--- src/rtl/mips_muldiv_pkg.sv ---
// Shared funct codes, FSM state encoding and default datapath width for the
// EX-stage multiply/divide unit.
package mips_muldiv_pkg;

  localparam int MD_XLEN = 32;

  localparam logic [5:0] FN_MFHI  = 6'h10;
  localparam logic [5:0] FN_MTHI  = 6'h11;
  localparam logic [5:0] FN_MFLO  = 6'h12;
  localparam logic [5:0] FN_MTLO  = 6'h13;
  localparam logic [5:0] FN_MULT  = 6'h18;
  localparam logic [5:0] FN_MULTU = 6'h19;
  localparam logic [5:0] FN_DIV   = 6'h1A;
  localparam logic [5:0] FN_DIVU  = 6'h1B;

  typedef enum logic [1:0] {
    ST_IDLE = 2'd0,
    ST_MUL  = 2'd1,
    ST_DIV  = 2'd2,
    ST_DONE = 2'd3
  } md_state_e;

  function automatic logic is_mul_fn(input logic [5:0] fn);
    return (fn == FN_MULT) || (fn == FN_MULTU);
  endfunction

endpackage

--- src/rtl/muldiv_step.sv ---
// One iteration of the multiply (add-shift right) or restoring divide
// (shift left, trial subtract) datapath. Divide path exists only with MULDIV_DIV_EN.
module muldiv_step
  import mips_muldiv_pkg::*;
#(
  parameter int XLEN = MD_XLEN
) (
`ifdef MULDIV_DIV_EN
  input  logic            div_i,
`endif
  input  logic [XLEN-1:0] acc_i,
  input  logic [XLEN-1:0] sh_i,
  input  logic [XLEN-1:0] opnd_i,
  output logic [XLEN-1:0] acc_o,
  output logic [XLEN-1:0] sh_o
);

  logic [XLEN:0] sum;
`ifdef MULDIV_DIV_EN
  logic [XLEN:0] trial;
  logic [XLEN:0] diff;
`endif

  always_comb begin
    // Multiply: the carry out of the add shifts into the top of acc.
    sum = {1'b0, acc_i} + (sh_i[0] ? {1'b0, opnd_i} : '0);
    {acc_o, sh_o} = {sum, sh_i[XLEN-1:1]};
`ifdef MULDIV_DIV_EN
    trial = {acc_i, sh_i[XLEN-1]};
    diff  = trial - {1'b0, opnd_i};
    if (div_i) begin
      if (!diff[XLEN]) begin
        acc_o = diff[XLEN-1:0];
        sh_o  = {sh_i[XLEN-2:0], 1'b1};
      end else begin
        acc_o = trial[XLEN-1:0];
        sh_o  = {sh_i[XLEN-2:0], 1'b0};
      end
    end
`endif
  end

endmodule

--- src/rtl/ex_muldiv_unit.sv ---
// EX-stage iterative MULT/MULTU/DIV/DIVU unit with HI/LO, MFxx/MTxx support.
// Define MULDIV_DIV_EN to include the divider; otherwise DIV/DIVU are no-ops.
module ex_muldiv_unit
  import mips_muldiv_pkg::*;
#(
  parameter int XLEN  = MD_XLEN,
  parameter int CNT_W = 6
) (
  input  logic            CLK,
  input  logic            RESET,
  input  logic            EX_Valid,
  input  logic [5:0]      EX_Opcode,
  input  logic [5:0]      EX_Funct,
  input  logic [XLEN-1:0] EX_RS_Data,
  input  logic [XLEN-1:0] EX_RT_Data,
  output logic            Stall,
  output logic            MF_Valid,
  output logic [XLEN-1:0] MF_Data,
  output logic [XLEN-1:0] HI,
  output logic [XLEN-1:0] LO
);

  md_state_e       state_q;
  logic [CNT_W-1:0] cnt_q;
  logic [XLEN-1:0] acc_q, sh_q, opnd_q, hi_q, lo_q;
  logic [XLEN-1:0] acc_d, sh_d;
  logic            neg_q;
`ifdef MULDIV_DIV_EN
  logic            rs_neg_q, div0_q;
  logic [XLEN-1:0] quo_fix, rem_fix;
`endif

  logic            rtype, is_div, start, sgn_op, last;
  logic [XLEN-1:0] rs_abs, rt_abs;
  logic [2*XLEN-1:0] prod, prod_fix;

  assign rtype = EX_Valid && (EX_Opcode == 6'h00);
`ifdef MULDIV_DIV_EN
  assign is_div = (EX_Funct == FN_DIV) || (EX_Funct == FN_DIVU);
`else
  assign is_div = 1'b0;
`endif
  assign start  = rtype && (is_mul_fn(EX_Funct) || is_div) && (state_q == ST_IDLE);
  assign sgn_op = (EX_Funct == FN_MULT) || (EX_Funct == FN_DIV);
  assign rs_abs = (sgn_op && EX_RS_Data[XLEN-1]) ? -EX_RS_Data : EX_RS_Data;
  assign rt_abs = (sgn_op && EX_RT_Data[XLEN-1]) ? -EX_RT_Data : EX_RT_Data;
  assign last   = (cnt_q == CNT_W'(XLEN-1));

  muldiv_step #(.XLEN(XLEN)) u_step (
`ifdef MULDIV_DIV_EN
    .div_i  (state_q == ST_DIV),
`endif
    .acc_i  (acc_q),
    .sh_i   (sh_q),
    .opnd_i (opnd_q),
    .acc_o  (acc_d),
    .sh_o   (sh_d)
  );

  // Sign fix-up is applied to the final step's output so HI/LO land on DONE entry.
  assign prod     = {acc_d, sh_d};
  assign prod_fix = neg_q ? -prod : prod;
`ifdef MULDIV_DIV_EN
  assign quo_fix  = div0_q ? '1 : (neg_q ? -sh_d : sh_d);
  assign rem_fix  = rs_neg_q ? -acc_d : acc_d;
`endif

  always_ff @(posedge CLK or posedge RESET) begin
    if (RESET) begin
      state_q  <= ST_IDLE;
      cnt_q    <= '0;
      acc_q    <= '0;
      sh_q     <= '0;
      opnd_q   <= '0;
      hi_q     <= '0;
      lo_q     <= '0;
      neg_q    <= 1'b0;
`ifdef MULDIV_DIV_EN
      rs_neg_q <= 1'b0;
      div0_q   <= 1'b0;
`endif
    end else begin
      case (state_q)
        ST_IDLE: begin
          if (start) begin
            state_q <= is_div ? ST_DIV : ST_MUL;
            cnt_q   <= '0;
            acc_q   <= '0;
            sh_q    <= is_div ? rs_abs : rt_abs;
            opnd_q  <= is_div ? rt_abs : rs_abs;
            neg_q   <= sgn_op && (EX_RS_Data[XLEN-1] ^ EX_RT_Data[XLEN-1]);
`ifdef MULDIV_DIV_EN
            rs_neg_q <= sgn_op && EX_RS_Data[XLEN-1];
            div0_q   <= (EX_RT_Data == '0);
`endif
          end else if (rtype && (EX_Funct == FN_MTHI)) begin
            hi_q <= EX_RS_Data;
          end else if (rtype && (EX_Funct == FN_MTLO)) begin
            lo_q <= EX_RS_Data;
          end
        end
        ST_MUL: begin
          acc_q <= acc_d;
          sh_q  <= sh_d;
          cnt_q <= cnt_q + 1'b1;
          if (last) begin
            state_q      <= ST_DONE;
            {hi_q, lo_q} <= prod_fix;
          end
        end
`ifdef MULDIV_DIV_EN
        ST_DIV: begin
          acc_q <= acc_d;
          sh_q  <= sh_d;
          cnt_q <= cnt_q + 1'b1;
          if (last) begin
            state_q <= ST_DONE;
            lo_q    <= quo_fix;
            hi_q    <= rem_fix;
          end
        end
`endif
        default: state_q <= ST_IDLE;
      endcase
    end
  end

  assign Stall    = start || (state_q == ST_MUL) || (state_q == ST_DIV);
  assign MF_Valid = rtype && ((EX_Funct == FN_MFHI) || (EX_Funct == FN_MFLO));
  assign MF_Data  = (EX_Funct == FN_MFHI) ? hi_q : lo_q;
  assign HI       = hi_q;
  assign LO       = lo_q;

endmodule
--- config.mk ---
export PLATFORM = sky130hd
export DESIGN_NAME = ex_muldiv_unit
export DESIGN_NICKNAME = d
export VERILOG_FILES = /design/src/rtl/mips_muldiv_pkg.sv /design/src/rtl/muldiv_step.sv /design/src/rtl/ex_muldiv_unit.sv
export SDC_FILE = /design/constraint.sdc
export NUM_CORES = 1
export LEC_CHECK = 0
export ABC_AREA = 1
export ABC_CLOCK_PERIOD_IN_PS = 8700
export CAP_MARGIN = 30
export CELL_PAD_IN_SITES_DETAIL_PLACEMENT = 1
export CELL_PAD_IN_SITES_GLOBAL_PLACEMENT = 2
export CORE_UTILIZATION = 32
export DETAILED_ROUTE_END_ITERATION = 12
export PLACE_DENSITY_LB_ADDON = 0.1
export SLEW_MARGIN = 20
export SYNTH_ARGS = -nofsm -noshare
export SYNTH_HDL_FRONTEND = slang
export SYNTH_HIERARCHICAL = 1
export SYNTH_SLANG_ARGS = --single-unit
--- constraint.sdc ---
create_clock -name CLK -period 8.7 [get_ports CLK]
set_input_delay 1.74 -clock CLK [delete_from_list [all_inputs] [get_ports CLK]]
set_output_delay 1.74 -clock CLK [all_outputs]
set_load 0.05 [all_outputs]
==> qor.csv <==
stage,metric,value,unit
status,status,"complete, no violations",
synth,synth_edf_count,0,
clocking,cts_setup_buffers,0,
drt,wl_per_cell,20.9,um
drt,ant_nets,0,
sta,maxSlewHeadroom,37.3,%
sta,finalHoldViolCount,0,
setup_path,crit_path_end_kind,primary output,
power,power_density,213,mW/mm^2
sta,report.final.slew_viol_count,0,
setup_path,cp_slowest_cell,clkdlybuf4s50_1,
sta,grt_setup_unrepaired,false,
drt,vias,16700,
setup_path,reg2reg_slack,4.70,ns
floorplanning,coreArea,0.0458,mm^2
sta,setup_viol,0,
global_routing,use_met1,40.8,%
layout,fill_cells,6229,
sta,fmax,163,MHz
global_routing,grt_max_degree,95,
synth,ys.warnings.count,6,
placement,gp_congestion,0.917,
synth,synth-main-ff-cell,dfrtp_1,
sta,fin_crit_sh,70.7,%
setup_path,rr_worst_depth,22,
clocking,clk_latency,0.49,ns
min_path,hold_path_class,reg2reg,
drt,drc_errors,0,
synth,synth_compound_area_share,9.71,%
global_routing,antenna_found_initial,2,
setup_path,path_max_fanout,73,
drt,dr.pass1.iters,5,
global_routing,top_usage_layer,met2,
synth,synth_xor_area_share,1.93,%
layout,num-nets-final,2802,
sta,fin_crit,6.15,ns
placement,io_buffers,176,
layout,drive_above_1_share,3.45,%
clocking,ctsHoldBuffers,0,
floorplanning,io_pins,177,
power,p_leak,9.33,nW
floorplanning,rows,78,
drt,drt-initial-drc-count,1160,
clocking,clockBufferDepth,2,
clocking,htreeDepth,4,
drt,via_per_inst,5.07,
synth,synth_top_family_by_area,simple AND/OR/NAND/NOR gates,
setup_path,r2r_end,HI[31],
synth,synthCells,2588,
clocking,numCtsBuffers,17,
min_path,hp-start,opnd_q[15],
synth,synth.mux.area_fraction,0.301,%
sta,worst_slew_pin_slew,0.941,ns
layout,n_antenna_cell,0,
sta,skew,0.0176,ns
global_routing,use_met3,3.02,%
synth,async_flop_share,100,%
floorplanning,die_h,218,um
clocking,root_buffer,clkbuf_16,
job,cap_viol_max_count,0,
clocking,clock_sinks,169,
setup_path,cp.required,6.96,ns
setup_path,crit_arrival,4.41,ns
sta,tns,0,ns
synth,synthesis.area,0.0150,mm^2
setup_path,worstReg2RegStart,sh_q[0],
synth,synthAdderAreaFrac,3.14,%
synth,synthSimpleGateAreaFrac,43.4,%
drt,wl,68.8,mm
global_routing,grt_pass1_wl,105,mm
setup_path,critPathMaxStageDelay,0.84,ns
synth,synthTopCellsByArea,"dfrtp_1 28%, nand2_1 23%, nor2_1 9.9%, inv_1 9.1%, nand3_1 6.6%",
clocking,clk_transition_reported_paths,0.07,ns
synth,synth_largest_area_cell,dfrtp_1,
floorplanning,die_w,218,um
synth,synth_cell_types,45,
synth,synth_top_area_share,28.2,%
clocking,cts_tree,done,
power,power,3.74,mW
synth,yosysSeqAreaShare,28.2,%
synth,ys_ff_latch,169,
setup_path,path_class,in2out,
global_routing,use_met2,48.6,%
setup_path,worst_setup_path_start_kind,input pin,
floorplanning,initial_core_util,32.7,%
min_path,holdPathEnd,opnd_q[15],
global_routing,grt_pass1_vias,17000,
synth,synth.avg_cell_area,5.79,um^2
global_routing,gr-total-overflow,0,
setup_path,path_cells,clkdlybuf4s50_1 > nor2_1 > nand2_1 > nor2_4 > nand3_2 > nand2_1 > nand2_4 > o21ai_0 > clkdlybuf4s50_1,
placement,hpwl,56.1,mm
clocking,cts_resized,0,
floorplanning,die-area,0.0477,mm^2
synth,syn_nets,2704,
power,ir_drop,0.157,mV
min_path,whs_path_depth,2,
global_routing,gr-usage-all-layers,29.7,%
layout,syn2layout_area_growth,17.2,%
[worst max path at each step]
stage,start,end,slack (ns)
finish,EX_Opcode[5],Stall,2.55
global route,EX_Opcode[4],Stall,2.36
CTS,EX_Opcode[5],Stall,2.48
detailed placement,EX_Opcode[5],Stall,2.51
global placement,EX_Opcode[5],Stall,2.56
floorplan,RESET,HI[0],2.38
[where the power goes]
part | internal (mW) | switching, mW
Combinational | 0.532 | 1.28
Clock | 0.376 | 0.392
Sequential | 0.961 | 0.203
Total | 1.87 | 1.87
[synthesized netlist by cell type, types with 2 or more instances]
cell type / number
ha_1: 36
nand3_1: 196
o21ai_1: 24
nor2_4: 7
a21oi_1: 57
buf_1: 5
nor4_1: 3
xor2_1: 31
buf_2: 32
mux2_2: 4
buf_4: 35
buf_6: 4
o221ai_1: 3
nand2_1: 927
inv_1: 363
nor2_1: 393
o21ai_0: 160
nor3b_1: 2
xnor2_1: 2
nor3_1: 13
o22ai_1: 3
o211ai_1: 4
o31ai_1: 6
nor2_2: 6
nand2_2: 16
nand3_2: 5
nand3b_1: 4
a31oi_1: 2
o21bai_1: 3
dfrtp_1: 169
o21ai_2: 4
nand4_1: 23
clkbuf_1: 30
inv_2: 5
[area by class of cell]
class                   count  area [um^2]  area share [%]
clock inverters            14          125           0.713
multi-input cells        1944         8770            50.0
inverters                 369         1390            7.93
clock buffers              18          429            2.45
well taps                 600          751            4.28
repair buffers            185         1840            10.5
flip-flops and latches    169         4230            24.1
[layout by cell type (no fill, tap or decap), types with 17 or more instances in the layout]
cell type	synthesis	final
ha_1	36	36
xor2_1	31	31
o21ai_1	24	24
inv_1	363	362
o21ai_0	160	160
clkbuf_16	0	17
nand3_1	196	195
clkdlybuf4s50_1	0	176
nand4_1	23	23
a21oi_1	57	57
nand2_1	927	927
dfrtp_1	169	168
nor2_1	393	393
[critical path, delay by kind of cell]
family | cells | cell delay [ns]
and+or+nand+nor | 6 | 1.14
buffers and inverters | 2 | 1.24
AOI/OAI and AO/OA | 1 | 0.28
[per-stage QoR]
| stage | instances | cell area [um^2] | hold slack, ns | setup WS (ns) | util [%] |
|---|---|---|---|---|---|
| 6_report | 3299 | 17500 | 0.488 | 2.55 | 38.3 |
| 5_1_grt | 3299 | 17500 | 0.513 | 2.36 | 38.3 |
| 4_1_cts | 3299 | 17500 | 0.491 | 2.48 | 38.3 |
| 3_5_place_dp | 3267 | 17000 | 0.472 | 2.51 | 37.1 |
| 3_3_place_gp | 3266 | 17000 | 0.466 | 2.56 | 37.1 |
| 2_1_floorplan | 2588 | 15000 | 0.448 | 2.38 | - |
[sequential cells by signal, summed over array words and instances (netlist names)]
name / flops
neg_q: 1
acc_q: 32
state_q: 2
LO: 32
sh_q: 32
HI: 32
opnd_q: 32
cnt_q: 6
[kinds of logic (layout without fill, tap and decap cells)]
kind of cell / Yosys count / in the layout
DFF: 169 / 169
AOI/OAI and AO/OA: 272 / 272
and+or+nand+nor: 1598 / 1598
adders and majority gates: 37 / 37
xor gates and xnor gates: 33 / 33
buffers and inverters: 475 / 586
muxes: 4 / 4
[layer usage]
layer | vias up | wire length, um
li1 | 8179 | -
met1 | 8129 | 32700
met2 | 342 | 31900
met3 | 60 | 2360
met4 | 0 | 1860
met5 | - | 0
No activity file was read; power rests on OpenSTA's default activity.
